$ cat src/rtl/riscv_haz_pkg.sv
// Shared types and constants for the pipeline hazard / stall control logic.
package riscv_haz_pkg;

  typedef enum logic {
    IDLE = 1'b0,
    BUSY = 1'b1
  } md_state_e;

  localparam logic [4:0] REG_X0    = 5'd0;
  localparam int         CNT_W_DEF = 32;

endpackage

$ cat src/rtl/haz_perf_counter.sv
// Saturating event counter with synchronous active-high clear and count enable.
module haz_perf_counter #(
  parameter int W = 32
) (
  input  logic         clk,
  input  logic         reset,
  input  logic         en,
  output logic [W-1:0] count
);

  always_ff @(posedge clk) begin
    if (reset) begin
      count <= '0;
    end else if (en && (count != '1)) begin
      count <= count + W'(1);
    end
  end

endmodule

$ cat src/rtl/pipeline_stall_ctrl.sv
// Stall/flush sequencer: load-use bubbles, branch flushes, mul/div hold with watchdog.
// Optional performance counters are built only when HAZ_PERF_CNT_EN is defined.
module pipeline_stall_ctrl
  import riscv_haz_pkg::*;
#(
  parameter int MD_MAX_CYCLES = 64,
  parameter int CNT_W         = CNT_W_DEF
) (
  input  logic             clk,
  input  logic             reset,
  input  logic [4:0]       Rs1D,
  input  logic [4:0]       Rs2D,
  input  logic [4:0]       RdE,
  input  logic             ResultSrcE0,
  input  logic             PCSrcE,
  input  logic             MdOpE,
  input  logic             md_done,
  output logic             md_start,
  output logic             StallF,
  output logic             StallD,
  output logic             StallE,
  output logic             FlushD,
  output logic             FlushE,
  output logic             FlushM,
  output logic             md_timeout,
  output logic [CNT_W-1:0] stall_cnt,
  output logic [CNT_W-1:0] flush_cnt
);

  localparam int              WD_W    = $clog2(MD_MAX_CYCLES + 1);
  localparam logic [WD_W-1:0] WD_LAST = WD_W'(MD_MAX_CYCLES - 1);

  md_state_e       state;
  md_state_e       state_next;
  md_state_e       state_eff;
  logic [WD_W-1:0] wd_cnt;
  logic            lw_stall;
  logic            md_hold;
  logic            wd_expire;
  logic            timeout_q;

  // While reset is high the combinational outputs behave as if the FSM were IDLE.
  always_comb begin
    state_eff  = reset ? IDLE : state;
    state_next = state_eff;
    lw_stall   = ResultSrcE0 && (RdE != REG_X0) &&
                 ((Rs1D == RdE) || (Rs2D == RdE)) && !PCSrcE;
    wd_expire  = (state_eff == BUSY) && !md_done && (wd_cnt == WD_LAST);
    md_hold    = ((state_eff == IDLE) && MdOpE) ||
                 ((state_eff == BUSY) && !md_done && !wd_expire);
    md_start   = (state_eff == IDLE) && MdOpE && !reset;
    case (state_eff)
      IDLE:    if (MdOpE) state_next = BUSY;
      BUSY:    if (md_done || wd_expire) state_next = IDLE;
      default: state_next = IDLE;
    endcase
    StallF     = lw_stall || md_hold;
    StallD     = lw_stall || md_hold;
    StallE     = md_hold;
    FlushM     = md_hold;
    FlushD     = PCSrcE;
    FlushE     = PCSrcE || lw_stall || wd_expire;
  end

  always_ff @(posedge clk) begin
    if (reset) begin
      state     <= IDLE;
      wd_cnt    <= '0;
      timeout_q <= 1'b0;
    end else begin
      state <= state_next;
      if ((state == BUSY) && (state_next == BUSY)) begin
        wd_cnt <= wd_cnt + WD_W'(1);
      end else begin
        wd_cnt <= '0;
      end
      if (wd_expire) begin
        timeout_q <= 1'b1;
      end
    end
  end

  assign md_timeout = timeout_q;

`ifdef HAZ_PERF_CNT_EN
  haz_perf_counter #(.W(CNT_W)) u_stall_cnt (
    .clk   (clk),
    .reset (reset),
    .en    (StallF),
    .count (stall_cnt)
  );

  haz_perf_counter #(.W(CNT_W)) u_flush_cnt (
    .clk   (clk),
    .reset (reset),
    .en    (PCSrcE),
    .count (flush_cnt)
  );
`else
  assign stall_cnt = '0;
  assign flush_cnt = '0;
`endif

endmodule

$ cat config.mk
export PLATFORM = sky130hd
export DESIGN_NAME = pipeline_stall_ctrl
export DESIGN_NICKNAME = d
export VERILOG_FILES = /design/src/rtl/riscv_haz_pkg.sv /design/src/rtl/haz_perf_counter.sv /design/src/rtl/pipeline_stall_ctrl.sv
export SDC_FILE = /design/constraint.sdc
export NUM_CORES = 1
export LEC_CHECK = 0
export ABC_AREA = 0
export CAP_MARGIN = 20
export CORE_MARGIN = 3
export CORE_UTILIZATION = 33
export DETAILED_ROUTE_END_ITERATION = 10
export GPL_TIMING_DRIVEN = 1
export PLACE_DENSITY = 0.91
export SYNTH_ARGS = -nofsm -noshare
export SYNTH_HDL_FRONTEND = slang
export SYNTH_SLANG_ARGS = --single-unit
$ cat constraint.sdc
create_clock -name clk -period 3 [get_ports clk]
set_input_delay 0.6 -clock clk [delete_from_list [all_inputs] [get_ports clk]]
set_output_delay 0.6 -clock clk [all_outputs]
set_load 0.02 [all_outputs]
# ---- Word level (Yosys, flattened, before mapping)
# Cells that the tools add are included.
dict set report word_totals {
  latchBits 0
  romBits 0
  mem_bits_rw 0
  register_bits 9
  out_inout_bits 72
  mem_count 0
}
dict set report op_classes {
  order_cmp 0
  n_eq_ne 3
  n_mul 0
  n_addsub 1
  n_div 0
  n_reduce_logical 21
  bitwise_logic 2
  shift 0
  muxes 4
}
# operator count
set op_table {}
lappend op_table {{equality test 5 bit} 2}
lappend op_table {{logical AND 1 bit} 9}
lappend op_table {{adder 7 x 1 -> 7 bit, second input constant} 1}
lappend op_table {{equality test 7 x 6 -> 1 bit, second input constant} 1}
lappend op_table {{logical OR 1 bit} 6}
lappend op_table {{nonzero test 5 bit} 1}
lappend op_table {{logical NOT 1 bit} 4}
lappend op_table {{2-to-1 mux 1 bit} 3}
lappend op_table {{inverter 1 bit} 2}
lappend op_table {{case mux 1 bit (2 select lines)} 1}
lappend op_table {{OR reduction 2 bit} 1}

# ---- Depth between registers and ports, before layout
dict set report depth {
  word_depth 9
  depth_mapped 7
}

# ---- Worst setup path before layout
# Ideal clock, no wire load.
dict set report synth_timing {
  path_type {input-to-output}
  startpoint {input port RdE[3]}
  endpoint {output port StallF}
  arrival_ns 1.968
  setup_slack_ns 0.432
  stages 5
  path_buffers 1
  path_cell_list {xor2_1 > nor3_1 > a22oi_1 > o311ai_1 > buf_4}
}
dict set report synth_via {
  elab_chain_len 5
}
# element line
set synth_rtl {}
lappend synth_rtl {{start: declaration} pipeline_stall_ctrl.sv:13} ;# input logic [4:0] RdE,
lappend synth_rtl {{equality test 5 bit or nonzero test 5 bit (tied branches)} {pipeline_stall_ctrl.sv:47, pipeline_stall_ctrl.sv:46}}
lappend synth_rtl {{logical OR 1 bit or logical AND 1 bit (tied branches)} {pipeline_stall_ctrl.sv:47, pipeline_stall_ctrl.sv:46}}
lappend synth_rtl {{logical AND 1 bit (*)} pipeline_stall_ctrl.sv:46} ;# lw_stall = ResultSrcE0 && (RdE != REG_X0) &&
lappend synth_rtl {{logical AND 1 bit (*)} pipeline_stall_ctrl.sv:47} ;# ((Rs1D == RdE) || (Rs2D == RdE)) && !PCSrcE;
lappend synth_rtl {{logical OR 1 bit (*)} n/a}
lappend synth_rtl {{end: declaration} pipeline_stall_ctrl.sv:19} ;# output logic StallF,
# Every way passes the cells marked *; elsewhere a longest branch is shown, timed or not.

# ---- Worst setup path after layout
dict set report layout_timing {
  startpoint {input port RdE[3]}
  endpoint {output port StallF}
}
dict set report layout_via {
  elab_chain_len 5
}
# element line
set layout_rtl {}
lappend layout_rtl {{equality test 5 bit or nonzero test 5 bit (tied branches)} {pipeline_stall_ctrl.sv:47, pipeline_stall_ctrl.sv:46}}
lappend layout_rtl {{logical OR 1 bit or logical AND 1 bit (tied branches)} {pipeline_stall_ctrl.sv:47, pipeline_stall_ctrl.sv:46}}
lappend layout_rtl {{logical AND 1 bit (*)} pipeline_stall_ctrl.sv:46}
lappend layout_rtl {{logical AND 1 bit (*)} pipeline_stall_ctrl.sv:47}
lappend layout_rtl {{logical OR 1 bit (*)} pipeline_stall_ctrl.sv:57} ;# StallF = lw_stall || md_hold;
# Marks and branches as above.

==> metrics <==
CTS Buf Count=3; # fillers=284; die height=61.2 um; pwr dens=328 nW/um^2; drt first pass iters=4; I/O Buffers=28; layout cell share with drive strength beyond 1=0.0629; Root Buffer=clkbuf_4; register area share after synthesis=0.179; Starting Density=0.356; routed wire length per instance=8.57 um; Worst-Skew Late Latency=0.26 ns; num rows=19; Critical Path Sink Type=output port; Setup WS post-layout=0.174 ns; Design Area, Final=1110 sq um; layout net count=182; Leak Pwr=0.550 nW; CP cell instances=clkdlybuf4s50_1, xor2_1, nor3_1, a22oi_1, o311ai_1, dlygate4sd1_1; CTS H-tree depth=1; gr usage total=0.0855; pin count of the biggest net entering global routing=8; worst hold path endpoint=wd_cnt[0]$_SDFF_PP0_; Max FO, Critical Path=3; peak supply drop=0.112 mV; Post-DRT Antenna Nets=0; Crit Reg-Reg Endpoint=state$_SDFF_PP0_; Synth Cell Area=1010 sq um; Worst-path clk slew=0.06 ns; # setup viols final=0; Slowest cell on crit path=clkdlybuf4s50_1; final cycle utilization of the critical path=0.942; min cycle time layout=2.83 ns; Setup Crit Path Kind=in2out; placed instance area=1080 sq um; placed insts=186; max incr delay on CP=0.46 ns; reg2reg path depth=6; PnR Total Power=363 uW; Hold Buf Count CTS=0; gpl congestion=0.676; Non-Filler Instances=190; number of max-cap violations=0; WHS=0.453 ns; #FFs+latches synth=9; clock skew=0.00194 ns; total gr overflow=0; Post-Syn Instances=128; die span in x=61.2 um; RSZ-0062 raised after global routing=no; Vias per Instance=3.66; antenna cells=0; WL final=1630 um; Ports=93; Placement Setup Slack=-0.188 ns; Post-CTS Resized=3; hold path depth=1; Post-CTS Setup Repair Bufs=0; Core Box Area=2830 sq um; residual DRC count=0; hpwl dp=1450 um; Worst EP required=2.40 ns; Final Hold Viols=0; Synthesis Warnings=0; Slew Limit Fails=0; Worst EP arrival=2.23 ns; clk buf depth=2; clk sinks=9; Synth-to-Final Area Change=10.1%; Min-Delay Path Class=reg2reg; Worst R2R Setup Slack=1.55 ns; Avg Cell Area, Syn=7.86 sq um; reg2reg start=wd_cnt[0]$_SDFF_PP0_; Crit path max-delay family=buffers and inverters; initial antenna violation count=0; Setup crit start kind=input port; Final Util=0.391; count of cell types in the netlist=22; status=completed; Die ar.=3750 sq um; Max Freq=354 MHz; final setup TNS=0 ns; Crit path buffers/inverters=2; CTS tree=yes; first-pass GRT wire length=2430 um; hold_sp=wd_cnt[0]$_SDFF_PP0_; First DRT Iteration DRCs=35; total number of vias=695; vias in the first global route=623
[power breakdown]
group	internal, mW	switching, mW
Sequential	0.121	0.000700
Combinational	0.0439	0.103
Clock	0.0493	0.0455
Total	0.214	0.149
[how the worst max path moves through the flow]
stage	depth (start not counted)	to	slack [ns]	start
floorplan	5	StallF	0.43	RdE[3]
CTS	6	StallF	0.13	RdE[3]
global route	6	StallF	0.002	RdE[0]
finish	6	StallF	0.17	RdE[3]
global placement	6	StallF	-0.16	RdE[3]
detailed placement	6	StallF	-0.19	RdE[3]
[cell type report]
class,instances,area (sq um),share of cell area
Sequential cell,9,180,0.163
Timing Repair Buffer,32,307,0.277
Clock buffer,3,22.5,0.0203
Tap cell,31,38.8,0.0350
Clock inverter,1,5.00,0.00452
Multi-Input combinational cell,111,543,0.490
Inverter,3,11.3,0.0102
[cell families (layout without fill, tap and decap cells)]
family	count (synthesis)	after routing	share of synthesized area
compound gates	9	9	0.0610
xor+xnor	14	14	0.122
fa+ha+maj	1	1	0.0124
buf+inv	71	39	0.516
flops	9	9	0.179
other cells	1	64	0.00373
simple gates	23	23	0.106
[routing by layer]
| metal | GRT usage | vias up | share of wire |
|---|---|---|---|
| met3 | 0.0168 | 5 | 0.13 |
| met5 | 0 | - | 0 |
| met2 | 0.154 | 57 | 0.52 |
| li1 | - | 335 | - |
| met1 | 0.0918 | 298 | 0.33 |
| met4 | 0.0495 | 0 | 0.021 |
[state kept, by name (all words and copies together) (netlist names)]
signal and cells:
md_timeout 1, state 1, wd_cnt 7
[cell usage in the layout (no fill, tap or decap)]
cell,count
nor3_1,3
a31oi_1,1
dlygate4sd2_1,1
inv_1,3
or4_1,1
nor2_1,11
clkbuf_4,3
nand2_1,3
clkinv_2,1
buf_4,4
o21ai_2,1
o211a_1,1
nor3_2,1
a21oi_1,2
conb_1,64
o21ai_0,2
nand3_1,3
o311ai_1,1
a22oi_1,1
xor2_1,12
clkdlybuf4s50_1,25
nand2b_1,1
dfxtp_1,9
dlygate4sd1_1,2
ha_1,1
xnor2_1,2
[synth_stat cells]
cell type	n	area, sq um
inv_1	3	11.3
nand3_1	3	15.0
conb_1	1	3.75
nand2_1	3	11.3
buf_2	1	5.00
a31oi_1	1	6.26
nand2b_1	1	6.26
dfxtp_1	9	180
or4_1	1	7.51
nor3_2	1	10.0
xnor2_1	2	17.5
o311ai_1	1	8.76
o21ai_2	1	8.76
o211a_1	1	10.0
nor3_1	3	15.0
xor2_1	12	105
o21ai_0	2	10.0
ha_1	1	12.5
nor2_1	11	41.3
buf_4	67	503
a21oi_1	2	10.0
a22oi_1	1	7.51
(Power assumes the default switching activity.)
